File: src/rtl/top_pkg.sv
// -----------------------------------------------------------------------------
// top_pkg
// Shared types and constants for the memory self-test block.
//   state_t    : controller states (IDLE, M0..M3, DONE)
//   ELEM_ZEROS : all-zeros data pattern (widest word; slice to data_width)
//   ELEM_ONES  : all-ones data pattern (widest word; slice to data_width)
// -----------------------------------------------------------------------------
package top_pkg;

   typedef enum logic [2:0] {
      IDLE = 3'd0,
      M0   = 3'd1,
      M1   = 3'd2,
      M2   = 3'd3,
      M3   = 3'd4,
      DONE = 3'd5
   } state_t;

   localparam int unsigned MAX_DATA_WIDTH = 32;

   localparam logic [MAX_DATA_WIDTH-1:0] ELEM_ZEROS = 32'h0000_0000;
   localparam logic [MAX_DATA_WIDTH-1:0] ELEM_ONES  = 32'hFFFF_FFFF;

endpackage

File: src/rtl/top_ram.sv
// -----------------------------------------------------------------------------
// top_ram
// Single-port RAM, 2^ad_width words of data_width bits.
// Combinational read, synchronous write. Contents are never reset.
//
// Ports:
//   clk   : clock, write on rising edge
//   we    : write enable
//   addr  : word address (read and write)
//   wdata : write data
//   rdata : read data (combinational from addr)
//
// Build option: TOP_FAULT_INJECT_EN makes bit 0 of the last address read
// back as a constant 0 (stuck-at-0), so the self-test has something to find.
// -----------------------------------------------------------------------------
module top_ram #(
   parameter int data_width = 8,
   parameter int ad_width   = 4
) (
   input  logic                  clk,
   input  logic                  we,
   input  logic [ad_width-1:0]   addr,
   input  logic [data_width-1:0] wdata,
   output logic [data_width-1:0] rdata
);

   logic [data_width-1:0] mem [0:(1<<ad_width)-1];

   always_ff @(posedge clk) begin
      if (we) begin
         mem[addr] <= wdata;
      end
   end

`ifdef TOP_FAULT_INJECT_EN
   always_comb begin
      rdata = mem[addr];
      if (addr == {ad_width{1'b1}}) begin
         rdata[0] = 1'b0;
      end
   end
`else
   assign rdata = mem[addr];
`endif

endmodule

File: src/rtl/top.sv
// -----------------------------------------------------------------------------
// top
// March-style memory self-test controller around an internal RAM.
// One accepted start runs four elements over every address, one address per
// clock, then parks in DONE with the result on fail.
//
// Ports:
//   clk   : clock, all state on rising edge
//   rst   : synchronous active-high reset
//   start : run request, level-sampled in IDLE/DONE, ignored while running
//   fail  : registered, sticky mismatch flag for the current run
//   done  : registered, high while in DONE
//
// Build option: TOP_FAULT_INJECT_EN (applied inside top_ram).
//
// state | meaning
// IDLE  | waiting for start after reset
// M0    | ascending, write zeros
// M1    | ascending, read expect zeros, write ones
// M2    | descending, read expect ones, write zeros
// M3    | descending, read expect zeros
// DONE  | run finished, done high, start restarts
// -----------------------------------------------------------------------------
module top #(
   parameter int data_width = 8,
   parameter int ad_width   = 4
) (
   input  logic clk,
   input  logic rst,
   input  logic start,
   output logic fail,
   output logic done
);

   import top_pkg::*;

   localparam logic [data_width-1:0] PAT_ZEROS = ELEM_ZEROS[data_width-1:0];
   localparam logic [data_width-1:0] PAT_ONES  = ELEM_ONES[data_width-1:0];
   localparam logic [ad_width-1:0]   ADDR_LAST = {ad_width{1'b1}};

   state_t                state;
   logic [ad_width-1:0]   addr;
   logic                  we;
   logic [data_width-1:0] wdata;
   logic [data_width-1:0] rdata;
   logic [data_width-1:0] expect_data;
   logic                  check;
   logic                  mismatch;

   top_ram #(
      .data_width (data_width),
      .ad_width   (ad_width)
   ) u_ram (
      .clk   (clk),
      .we    (we),
      .addr  (addr),
      .wdata (wdata),
      .rdata (rdata)
   );

   // Per-element operation: the read (if any) sees the old word because the
   // RAM read is combinational and the write lands at the same edge.
   always_comb begin
      we          = 1'b0;
      wdata       = PAT_ZEROS;
      check       = 1'b0;
      expect_data = PAT_ZEROS;
      case (state)
         M0: begin
            we = 1'b1;
         end
         M1: begin
            check = 1'b1;
            we    = 1'b1;
            wdata = PAT_ONES;
         end
         M2: begin
            check       = 1'b1;
            expect_data = PAT_ONES;
            we          = 1'b1;
         end
         M3: begin
            check = 1'b1;
         end
         default: begin
         end
      endcase
   end

   assign mismatch = check && (rdata != expect_data);

   always_ff @(posedge clk) begin
      if (rst) begin
         state <= IDLE;
         addr  <= '0;
         fail  <= 1'b0;
         done  <= 1'b0;
      end else begin
         case (state)
            IDLE, DONE: begin
               if (start) begin
                  state <= M0;
                  addr  <= '0;
                  fail  <= 1'b0;
                  done  <= 1'b0;
               end
            end
            M0: begin
               if (addr == ADDR_LAST) begin
                  state <= M1;
                  addr  <= '0;
               end else begin
                  addr <= addr + 1'b1;
               end
            end
            M1: begin
               fail <= fail | mismatch;
               if (addr == ADDR_LAST) begin
                  state <= M2;
                  addr  <= ADDR_LAST;
               end else begin
                  addr <= addr + 1'b1;
               end
            end
            M2: begin
               fail <= fail | mismatch;
               if (addr == '0) begin
                  state <= M3;
                  addr  <= ADDR_LAST;
               end else begin
                  addr <= addr - 1'b1;
               end
            end
            M3: begin
               // A mismatch on the last read and done land on the same edge.
               fail <= fail | mismatch;
               if (addr == '0) begin
                  state <= DONE;
                  done  <= 1'b1;
               end else begin
                  addr <= addr - 1'b1;
               end
            end
            default: begin
               state <= IDLE;
               addr  <= '0;
            end
         endcase
      end
   end

endmodule

File: config.mk
export PLATFORM = sky130hd
export DESIGN_NAME = top
export DESIGN_NICKNAME = d
export VERILOG_FILES = /design/src/rtl/top_pkg.sv /design/src/rtl/top_ram.sv /design/src/rtl/top.sv
export SDC_FILE = /design/constraint.sdc
export NUM_CORES = 1
export LEC_CHECK = 0
export ABC_AREA = 0
export CAP_MARGIN = 0
export CORE_MARGIN = 2
export CORE_UTILIZATION = 50
export CTS_CLUSTER_DIAMETER = 200
export DETAILED_ROUTE_END_ITERATION = 8
export GPL_TIMING_DRIVEN = 0
export PLACE_DENSITY = 0.78
export SLEW_MARGIN = 20
export SYNTH_ARGS = -nofsm -noshare
export SYNTH_HDL_FRONTEND = slang
export SYNTH_SLANG_ARGS = --single-unit
File: constraint.sdc
create_clock -name clk -period 2.2 [get_ports clk]
set_clock_uncertainty 0.05 [all_clocks]
set_input_delay 0.44 -clock clk [delete_from_list [all_inputs] [get_ports clk]]
set_output_delay 0.44 -clock clk [all_outputs]
set_load 0.02 [all_outputs]
== Yosys cells after proc, flatten, opt, wreduce, memory -nomap -nowiden ==
Memory sizes are Yosys's and may differ from the RTL's. A register that Yosys moved wholly into a read port is not among the register bits.
Cells that the tools add are included.

* Register bits after elaboration: 9
* Memory bits (writable): 128
* Input bits: 3
* Output and inout port bits: 2
* Logic and storage cells: 57
* Memories: 1

* Add/subtract/negate cells: 2
* Eq/ne operators: 13
* Multiplexer cells: 24
* Bitwise gates (word level): 1
* Reduce and logical (&&, ||, !) cells: 12

{| class="wikitable"
|+ Memories
! name !! words !! bits a word !! rd ports !! clocked after Yosys merged registers in !! write ports !! RTL line !! RTL
|-
| u_ram.mem || 16 || 8 || 1 || 1 || 1 || top_ram.sv:27 || <nowiki>logic [data_width-1:0] mem [0:(1<<ad_width)-1];</nowiki>
|}

{| class="wikitable"
|+ Operators by type and width
! kind !! number
|-
| 4-bit 2-to-1 mux || 7
|-
| 4-bit one-hot mux with 5 select lines || 1
|-
| 8-bit 2-to-1 mux || 2
|-
| 3-bit 2-to-1 mux || 5
|-
| 3-bit one-hot mux with 5 select lines || 1
|-
| 2-bit inequality test (second input constant) || 6
|-
| 8-bit inequality test || 1
|-
| 3-bit by 2-bit equality test with 1-bit output (second input constant) || 2
|-
| 3-bit equality test (second input constant) || 2
|-
| 1-bit 2-to-1 mux || 6
|-
| 3-bit OR reduction || 2
|-
| 5-bit AND reduction || 1
|-
| 4-bit by 1-bit adder with 4-bit output (second input constant) || 1
|-
| 4-bit equality test (second input constant) || 1
|-
| 4-bit logical NOT || 1
|-
| 1-bit one-hot mux with 2 select lines || 2
|-
| 2-bit AND reduction || 2
|-
| 2-bit nonzero test || 2
|-
| 4-bit by 1-bit subtractor with 4-bit output (second input constant) || 1
|-
| 3-bit by 1-bit equality test with 1-bit output (second input constant) || 1
|-
| 3-bit logical NOT || 1
|-
| 3-bit AND reduction || 1
|-
| 2-bit OR reduction || 1
|-
| 1-bit logical AND || 1
|-
| 1-bit bitwise OR || 1
|}

== Longest topological paths before layout ==
Gate-level depths: netlist of run 1.

* Depth in word-level cells: 6
* Gate-level depth with buffers: 7
* Depth with buffers taken out: 7

== By module ==
From an unflattened synthesis of run 1, not the netlist that was laid out.

* Cell total of the unflattened synthesis: 337
* Area, all modules: 5791.8 um^2

{| class="wikitable"
|+ Modules (own cells, without submodules)
! module !! instances !! cells an instance !! area an instance (um^2) !! sequential area each (um^2)
|-
| top_ram || 1 || 222 || 4907.2 || 3843.7
|-
| top || 1 || 115 || 884.6 || 180.2
|}

== Worst setup path after synthesis of run 1 ==
No wires, ideal clock.

* Path kind: register to register
* Start: register state[1]
* End: memory u_ram.mem[0][6], data pin
* Library setup time: 327 ps
* Data arrival time: 1551 ps
* Required time: 1823 ps
* Setup slack: 272 ps
* Cell stages (with the launch flop): 5
* Period minus slack after synthesis: 1928 ps
* Path through: dfxtp_1 > clkbuf_1 > clkbuf_1 > inv_1 > nor3_1

* Longest elaborated chain between the ends: 2

{| class="wikitable"
|+ Ends and longest elaborated chain
! element !! RTL line !! RTL
|-
| from (decl) || top.sv:41 || <nowiki>state_t state;</nowiki>
|-
| from (signal assigned) || top.sv:94 || <nowiki>state <= IDLE;</nowiki>
|-
| from (signal assigned) || top.sv:102 || <nowiki>state <= M0;</nowiki>
|-
| from (signal assigned) || top.sv:110 || <nowiki>state <= M1;</nowiki>
|-
| 3-bit by 2-bit equality test with 1-bit output || top.sv:68 || <nowiki>case (state)</nowiki>
|-
| 8-bit 2-to-1 mux || top.sv:68 ||
|-
| to (decl) || top_ram.sv:27 ||
|}

No other way between the ends.

==> results of run 1 <==
[worst paths after layout]
check | slack, ns | startpoint | to | depth (start not counted)
max | 0.11 | addr[0]$_SDFFE_PP0P_ | register | 7
min | 0.47 | done$_SDFFE_PP0P_ | done$_SDFFE_PP0P_ | 2
max reg2reg | 0.11 | addr[0]$_SDFFE_PP0P_ | register | 7
min reg2reg | 0.47 | done$_SDFFE_PP0P_ | done$_SDFFE_PP0P_ | 2
[per-layer routing]
metal / wire (um) / GRT usage, % / up-vias
met5: 0 / 0 / -
met4: 88 / 12.4 / 0
met3: 246 / 9.31 / 16
met2: 1620 / 31.7 / 57
met1: 1460 / 28.5 / 631
li1: - / - / 617
[placed cells by master, fill, tap and decap left out, types with 3 or more instances in the layout]
cell type        count
nand3_1              3
clkbuf_4             5
inv_1                5
edfxtp_1            16
nor3_1               9
nand2_1             15
ha_1                 5
clkbuf_1             7
mux4_1               4
nand2b_1             5
buf_1                3
nor2_1              21
clkdlybuf4s50_1      3
o21ai_0              6
a22oi_1              3
nor2b_1              5
dfxtp_1             11
a21oi_1             13
buf_4                3
[worst reg2reg max path, delay by kind of cell (launching register included)]
kind,cells,cell delay [ns]
AOI/OAI and AO/OA,3,0.77
and+or+nand+nor,2,0.39
DFF,1,0.38
adders and majority gates,1,0.25
buffers and inverters,1,0.16
[power by group]
group          switching, mW  leakage (nW)  internal (mW)
Combinational         0.0591         0.293         0.0422
Clock                  0.189        0.0399          0.236
Sequential           0.00768         0.244          0.574
Total                  0.256         0.577          0.852
[metrics by stage]
step | total power, mW | cells
5_1_grt | 1.15 | 207
2_1_floorplan | 0.654 | 160
4_1_cts | 1.10 | 204
3_5_place_dp | 0.677 | 196
3_3_place_gp | 0.674 | 196
6_report | 1.11 | 207
[cell families (layout without fill, tap and decap cells)]
kind of cell             after synthesis  after routing  synth area share (%)
adder cells (fa/ha/maj)                5              5                  4.00
AND/OR/NAND/NOR                       67             67                  20.8
buffers and inverters                 15             29                  3.68
multiplexers                           5              5                  8.16
flip-flops                            29             29                  47.4
AO/OA/AOI/OAI                         39             39                  16.0
[timing repair]
| action | in CTS | in global routing |
|---|---|---|
| hold endpoints to repair | 0 | 0 |
| hold buffers | 0 | 0 |
| setup endpoints to repair | 8 | 24 |
| pin swaps | 0 | 1 |
| buffers inserted | 0 | 3 |
| resized for setup | 2 | 4 |
[final cells by class]
class,instances,area [um^2],area share [%]
clock buffer,6,41.3,2.33
timing repair buffer,6,52.6,2.97
buffer,10,38.8,2.19
multi-input combinational,116,801,45.2
clock inverter,2,33.8,1.91
inverter,5,18.8,1.06
sequential,29,743,42.0
tap,33,41.3,2.33
==> summary.txt, run 1 <==
Synthesis
  • Most frequent cell after synthesis: nor2_1
  • Area contributors post-synth: edfxtp_1 (31%), dfxtp_1 (17%), mux4_1 (6.7%)
  • Synth Flop Type: edfxtp_1
  • Post-synthesis net count: approximately 170
  • Synthesized area per cell: 9.78 um^2
  • Number of distinct library cells after synthesis: 36
  • Top-area cell type share of the netlist area: approximately 31%
  • Ys async rst share: 0%
  • Number of synthesized flops with an enable pin: 16
  • Register area share after synthesis: 47.4%
  • Post-Synthesis Cells: 160
  • Post-synth top area cell: edfxtp_1
  • Ys Warns: 0
  • Most frequent cells after synthesis: nor2_1 (21), edfxtp_1 (16), nand2_1 (15)
  • Yosys reg bits: 29
  • Cell area after synthesis: ~1600 um^2

STA
  • Final-report hold violation count: 0
  • Final min period: between 2 and 2.5 ns
  • Final setup fails: 0
  • Period utilization: between 90% and 100%
  • Slew Viols, Final: 0
  • Tightest Pin Transition: 0.531 ns
  • Post-route setup TNS: 0 ns
  • Slew headroom: 64.6%
  • Hold Slack: roughly 0.47 ns
  • Max Clock Freq: 477 MHz
  • Final setup margin: 0.105 ns

Setup path
  • Setup crit start kind: register
  • CP delay by family, top: compound AO/OA/AOI/OAI gates
  • Worst path arrival time: 2.29 ns
  • Critical path class: register to register
  • Worst Path Required: 2.40 ns
  • Top cell by count, worst path: a21oi_1
  • Buf/Inv on CP: 1
  • CP max-delay cell: a311oi_4
  • Crit-path cells: inv_1 -> ha_1 -> nor3b_4 -> nand2_1 -> a311oi_4 -> a21oi_1 -> a21oi_1
  • Max Fanout on Critical Path: 8
  • Max stage delay on crit path: 0.42 ns
  • CP Capture Type: register

Routing
  • Vias per cell: about 6.4
  • Total wire length: 3.41 mm
  • ANT nets after route: 0
  • Average wire per cell in the routed design: 16.4 um
  • Drt drc: 0
  • TritonRoute pass-1 iters: 5
  • Starting DRC count in detailed routing: 128
  • Routed via count: 1,321

Global routing
  • Largest net degree at the start of global routing: 17
  • First-pass GRT wire length: 5.69 mm
  • GRT Util Overall: between 20% and 30%
  • Via count of the first global-routing pass: roughly 1,200
  • GRT overflow: 0
  • Initial antenna violation count: 0

Layout
  • Filler Cell Count: 245
  • ANT cells: 0
  • Fin area: 1770 um^2
  • Final core utilization: roughly 59%
  • Layout cell share with drive strength beyond 1: between 10% and 20%
  • Layout area overhead: 13.2%
  • Fin nets: between 150 and 200

Clock network
  • H-tree depth: 2
  • TritonCTS clock tree: yes
  • Clock tree buffer depth: 2
  • Clk Tree Root Cell: clkbuf_4
  • # clock sinks: 29
  • Clk Latency, worst-skew pair: ~0.34 ns
  • Reg clk slew, reported paths: about 0.10 ns
  • CTS Buf Count: 5

Die
  • Die Ht: 59.9 um
  • Initial Util: between 50% and 60%
  • Ports: 5
  • Core Area: approximately 3000 um^2
  • Row Count: 20
  • Die width: roughly 60 um
  • Die footprint: 3590 um^2

Hold path
  • Hold Crit Class: register to register

Placement
  • Post-place setup slack: -0.205 ns
  • HPWL after DPL: 2.34 mm
  • Port buffer count: 3
  • RePlAce Congestion: 0.941
  • Placed cell area: approximately 1600 um^2

Outcome
  • Status: complete, no violations

Flow run
  • Max-Cap Viols: 0

Power
  • Peak VDD IR: 0.303 mV
  • Leak: 0.577 nW
  • Total power per unit cell area: 626 nW/um^2
Power figures use the tool's default switching activity.
==> run 2, diff against run 1 <==
Settings changed: REMOVE_ABC_BUFFERS from default to 1.
==> summary.txt, run 2 (synthesized netlist as in run 1, its figures left out) <==
Die
  • Die footprint: 3590 um^2 (unchanged)
  • Core Area: 3000 um^2 (unchanged)
  • Ports: 5 (unchanged)
  • Row Count: 20 (unchanged)
  • Die width: 59.9 um (unchanged)
  • Initial Util: 52.1% (unchanged)
  • Die Ht: 59.9 um (unchanged)

STA
  • Slew headroom: 40.6% (was 64.6%)
  • Final-report hold violation count: 0 (unchanged)
  • Max Clock Freq: 491 MHz (was 477 MHz)
  • Tightest Pin Transition: 0.886 ns (was 0.531 ns)
  • Final setup fails: 0 (unchanged)
  • Slew Viols, Final: 0 (unchanged)
  • Final setup margin: 0.165 ns (was 0.105 ns)
  • RSZ-0062 raised after global routing: no
  • Final min period: 2.04 ns (was 2.09 ns)
  • Period utilization: 92.5% (was 95.2%)

Setup path
  • Worst path arrival time: 2.22 ns (was 2.29 ns)
  • CP Capture Type: register (unchanged)
  • Max Fanout on Critical Path: 8 (unchanged)
  • Setup crit start kind: register (unchanged)
  • Worst Path Required: 2.38 ns (was 2.40 ns)
  • Critical path class: register to register (unchanged)

Placement
  • Port buffer count: 4 (was 3)
  • Placed cell area: 1610 um^2 (was 1640 um^2)
  • RePlAce Congestion: 0.832 (was 0.941)
  • Post-place setup slack: -0.174 ns (was -0.205 ns)
  • HPWL after DPL: 2.02 mm (was 2.34 mm)

Routing
  • Average wire per cell in the routed design: 16.6 um (was 16.4 um)
  • Routed via count: 1,231 (was 1,321)
  • Vias per cell: 6.28 (was 6.38)
  • Drt drc: 0 (unchanged)
  • Total wire length: 3.25 mm (was 3.41 mm)
  • ANT nets after route: 0 (unchanged)
  • TritonRoute pass-1 iters: 5 (unchanged)
  • Starting DRC count in detailed routing: 82 (was 128)

Power
  • Final Power: 1.10 mW (was 1.11 mW)
  • Leak: 0.556 nW (was 0.577 nW)
  • Total power per unit cell area: 639 nW/um^2 (was 626 nW/um^2)
  • Peak VDD IR: 0.358 mV (was 0.303 mV)

Layout
  • Layout area overhead: 10.2% (was 13.2%)
  • Leading cell type in the layout, fill and taps excluded: nor2_1 (unchanged)
  • Most frequent cells in the layout: nor2_1 (21), edfxtp_1 (16), nand2_1 (15), a21oi_1 (13) (was nor2_1 (21), edfxtp_1 (16), nand2_1 (15), a21oi_1 (13), dfxtp_1 (11))
  • Fin area: 1720 um^2 (was 1770 um^2)
  • ANT cells: 0 (unchanged)
  • Fin nets: 170 (was 181)
  • Layout cell share with drive strength beyond 1: 10.4% (was 10.3%)
  • Filler Cell Count: 256 (was 245)

Global routing
  • GRT Util Overall: 20.4% (was 22.3%)
  • First-pass GRT wire length: 5.30 mm (was 5.69 mm)
  • GRT overflow: 0 (unchanged)
  • Initial antenna violation count: 0 (unchanged)
  • Via count of the first global-routing pass: 1,132 (was 1,233)
  • Largest net degree at the start of global routing: 23 (was 17)

Clock network
  • Reg clk slew, reported paths: 0.10 ns (about the same)
  • Clk Tree Root Cell: clkbuf_4 (unchanged)
  • Clock tree buffer depth: 2 (unchanged)
  • Cts hold-fix bufs: 0 (unchanged)
  • # clock sinks: 29 (unchanged)
  • TritonCTS clock tree: yes (unchanged)
  • H-tree depth: 2 (unchanged)
  • Clk Latency, worst-skew pair: 0.33 ns (was 0.34 ns)
  • CTS Buf Count: 5 (unchanged)

Hold path
  • Hold Crit Class: register to register (unchanged)

Outcome
  • Status: complete, no violations (unchanged)

Flow run
  • Max-Cap Viols: 0 (unchanged)
-- run 2: cell types whose count changed in the layout (fill, tap and decap cells not counted), sizes merged --
cell / delta
buf: -6
clkbuf: -6
clkdlybuf4s50: +1
-- run 2: timing repair --
item | in CTS | in global routing
setup buffers | 0 | 1
pin swaps | 0 | 1
resized for setup | 2 | 5
setup endpoints to repair | 8 | 8
endpoints found under the hold margin | 0 | 0
-- run 2: worst max-delay path: stages, from the launching register on --
cell and delay [ns]:
dfxtp_2 0.37, inv_1 0.14, ha_1 0.26, nor3b_4 0.24, nand2_1 0.14, a311oi_4 0.41
a221oi_1 0.13, a21oi_1 0.21
-- run 2: metrics by stage --
stage	TNS, ns	utilization [%]	hold WS [ns]	instances
6_report	0	57.4	0.446	196
5_1_grt	0	57.4	0.496	196
4_1_cts	0	56.6	0.452	195
3_5_place_dp	-0.777	53.7	0.438	187
3_3_place_gp	-0.281	53.5	0.438	187
2_1_floorplan	0	-	0.452	150
-- run 2: worst paths after layout --
kind | startpoint | to | slack [ns] | depth (start not counted)
max | addr[0]$_SDFFE_PP0P_ | addr[0]$_SDFFE_PP0P_ | 0.16 | 7
min | done$_SDFFE_PP0P_ | done$_SDFFE_PP0P_ | 0.45 | 2
max reg2reg | addr[0]$_SDFFE_PP0P_ | addr[0]$_SDFFE_PP0P_ | 0.16 | 7
min reg2reg | done$_SDFFE_PP0P_ | done$_SDFFE_PP0P_ | 0.45 | 2
-- run 2: report_power, final --
| part | switching, mW | internal (mW) | leakage (nW) |
|---|---|---|---|
| clock | 0.187 | 0.236 | 0.0399 |
| combinational | 0.0505 | 0.0382 | 0.272 |
| sequential | 0.0139 | 0.574 | 0.245 |
| total | 0.252 | 0.849 | 0.556 |
-- run 2: final cells by class --
class | instances | area [um^2] | share of cell area (%)
Clock inverter | 2 | 33.8 | 1.96
Timing Repair Buffer | 5 | 47.5 | 2.76
Clock buffer | 6 | 41.3 | 2.40
Multi-Input combinational cell | 116 | 795 | 46.1
Tap cell | 33 | 41.3 | 2.40
Inverter | 5 | 18.8 | 1.09
Sequential cell | 29 | 746 | 43.3
-- run 2: metal layers --
layer  GRT usage [%]  up-vias  part of all wire (%)
li1                -      595                     -
met1            27.2      564                    44
met2            30.3       64                    46
met3            5.63        8                   8.0
met4            10.2        0                   2.0
met5               0        -                     0
==> run 3, diff against run 2 <==
Settings changed: CORE_UTILIZATION 50 to 41, PLACE_DENSITY 0.78 to default, PLACE_DENSITY_LB_ADDON from default to 0.1.
==> summary.txt, run 3 (synthesized netlist as in run 1, its figures left out) <==
Outcome
  • Status: complete, no violations (unchanged)

STA
  • Period utilization: 92.9% (was 92.5%)
  • Post-route setup TNS: 0 ns (unchanged)
  • Tightest Pin Transition: 0.852 ns (was 0.886 ns)
  • Max Clock Freq: 490 MHz (was 491 MHz)
  • Final min period: 2.04 ns (about the same)
  • Slew headroom: 42.9% (was 40.6%)
  • Final-report hold violation count: 0 (unchanged)
  • Final setup fails: 0 (unchanged)
  • Hold Slack: 0.461 ns (was 0.446 ns)
  • Slew Viols, Final: 0 (unchanged)

Power
  • Leak: 0.568 nW (was 0.556 nW)
  • Gate power share: 7.3% (was 8.1%)
  • Clock share of power: 43.8% (was 38.5%)
  • Int Pwr: 947 uW (was 849 uW)
  • Sw power: 257 uW (was 252 uW)
  • Sequential Power Share: 48.9% (was 53.4%)
  • Net Sw Frac: 21.4% (was 22.9%)
  • Peak VDD IR: 0.356 mV (was 0.358 mV)
  • Total power per unit cell area: 680 nW/um^2 (was 639 nW/um^2)

Routing
  • Average wire per cell in the routed design: 15.8 um (was 16.6 um)
  • TritonRoute pass-1 iters: 4 (was 5)
  • ANT nets after route: 0 (unchanged)
  • Drt drc: 0 (unchanged)
  • Routed via count: 1,196 (was 1,231)
  • Vias per cell: 5.67 (was 6.28)
  • Starting DRC count in detailed routing: 69 (was 82)
  • Total wire length: 3.34 mm (was 3.25 mm)

Clock network
  • H-tree depth: 2 (unchanged)
  • Clk Latency, worst-skew pair: 0.28 ns (was 0.33 ns)
  • Clk Tree Root Cell: clkbuf_8 (was clkbuf_4)
  • CTS Buf Count: 5 (unchanged)
  • # clock sinks: 29 (unchanged)
  • Cts hold-fix bufs: 0 (unchanged)
  • Clock tree buffer depth: 2 (unchanged)
  • Reg clk slew, reported paths: 0.06 ns (was 0.10 ns)
  • TritonCTS clock tree: yes (unchanged)

Layout
  • Leading cell type in the layout, fill and taps excluded: nor2_1 (unchanged)
  • Layout area overhead: 13.1% (was 10.2%)
  • Register area: 742 um^2 (was 746 um^2)
  • Layout cell share with drive strength beyond 1: 8.59% (was 10.4%)
  • Most frequent cells in the layout: nor2_1 (21), edfxtp_1 (16), nand2_1 (15), a21oi_1 (13), dfxtp_1 (12) (was nor2_1 (21), edfxtp_1 (16), nand2_1 (15), a21oi_1 (13))
  • Area of the multi-input gates: 795 um^2 (unchanged)
  • Fin nets: 170 (unchanged)
  • Filler Cell Count: 341 (was 256)
  • ANT cells: 0 (unchanged)

Setup path
  • Max Fanout on Critical Path: 8 (unchanged)
  • Critical path class: register to register (unchanged)
  • CP Capture Type: register (unchanged)
  • RR Startpoint: addr[0]$_SDFFE_PP0P_ (unchanged)
  • Worst-case reg-to-reg path depth: 8 (was 7)
  • Worst path arrival time: 2.13 ns (was 2.22 ns)
  • CP startpoint: addr[0]$_SDFFE_PP0P_ (unchanged)
  • Setup crit start kind: register (unchanged)
  • Reg2Reg Setup Slack: 0.16 ns (about the same)
  • Worst Path Required: 2.29 ns (was 2.38 ns)

Die
  • Die footprint: 4320 um^2 (was 3590 um^2)
  • Die Ht: 65.8 um (was 59.9 um)
  • Ports: 5 (unchanged)
  • Initial Util: 42.7% (was 52.1%)
  • Row Count: 22 (was 20)
  • Core Area: 3660 um^2 (was 3000 um^2)
  • Die width: 65.8 um (was 59.9 um)

Global routing
  • First-pass GRT wire length: 5.57 mm (was 5.30 mm)
  • Via count of the first global-routing pass: 1,081 (was 1,132)
  • Largest net degree at the start of global routing: 23 (unchanged)
  • Initial antenna violation count: 0 (unchanged)
  • GRT Util Overall: 17.5% (was 20.4%)
  • GRT overflow: 0 (unchanged)

Placement
  • HPWL after DPL: 2.29 mm (was 2.02 mm)
  • RePlAce Congestion: 0.831 (was 0.832)
  • Port buffer count: 4 (unchanged)

Hold path
  • Hold Crit Class: register to register (unchanged)

Flow run
  • Max-Cap Viols: 0 (unchanged)
[run 3: cell counts in the layout (fill, tap and decap cells not counted)]
No cell type changed its count.
[run 3: area by class of cell]
type / count / area share (%)
multi-input combinational: 116 / 44.9
sequential: 29 / 41.9
clock buffer: 6 / 4.10
tap: 48 / 3.39
timing repair buffer: 5 / 2.69
clock inverter: 2 / 1.91
inverter: 5 / 1.06
[run 3: how the worst min path moves through the flow]
stage | from | end | slack, ns | depth (start not counted)
6_report | done$_SDFFE_PP0P_ | done$_SDFFE_PP0P_ | 0.46 | 2
5_1_grt | done$_SDFFE_PP0P_ | done$_SDFFE_PP0P_ | 0.49 | 2
4_1_cts | done$_SDFFE_PP0P_ | done$_SDFFE_PP0P_ | 0.46 | 2
3_5_place_dp | done$_SDFFE_PP0P_ | done$_SDFFE_PP0P_ | 0.45 | 2
3_3_place_gp | done$_SDFFE_PP0P_ | done$_SDFFE_PP0P_ | 0.45 | 2
2_1_floorplan | rst | fail$_SDFFE_PP0P_ | 0.45 | 1
[run 3: power groups by stage]
stage / Combinational [mW] / Clock, mW / Sequential [mW]
2_1_floorplan: 0.0534 / 0 / 0.597
3_3_place_gp: 0.0773 / 0 / 0.599
3_5_place_dp: 0.0784 / 0 / 0.600
4_1_cts: 0.0803 / 0.534 / 0.588
5_1_grt: 0.0977 / 0.569 / 0.591
6_report: 0.0880 / 0.527 / 0.589
[run 3: layer usage]
metal | share of wire, % | routed length [um] | GRT usage, % | vias to the layer above
li1 | - | - | - | 591
met1 | 49 | 1630 | 24.9 | 579
met2 | 46 | 1540 | 25.5 | 20
met3 | 3.6 | 119 | 4.62 | 6
met4 | 1.6 | 53 | 6.25 | 0
met5 | 0 | 0 | 0 | -
[run 3: stage by stage]
stage / area [um^2] / instances / util, % / total power, mW / worst slack, ns
floorplan: 1530 / 150 / - / 0.651 / 0.349
finish: 1770 / 211 / 48.3 / 1.20 / 0.157
CTS: 1740 / 210 / 47.6 / 1.20 / 0.0755
global placement: 1630 / 202 / 44.4 / 0.677 / -0.165
detailed placement: 1630 / 202 / 44.5 / 0.678 / -0.0855
global route: 1770 / 211 / 48.3 / 1.26 / -0.00686
[run 3: what timing repair did]
item                                   in CTS  in global routing
buffers inserted                            0                  1
endpoints found under the hold margin       0                  0
setup endpoints to repair                   8                  9
resized for setup                           1                  3
pin swaps                                   0                  0
[run 3: critical path, stage by stage, from the launching register on]
cell and delay (ns):
dfxtp_1 0.47, inv_1 0.15, ha_1 0.26, nor3b_4 0.17, buf_4 0.18, nand2_1 0.09
o21ai_0 0.10, a221oi_1 0.30, a21oi_1 0.12
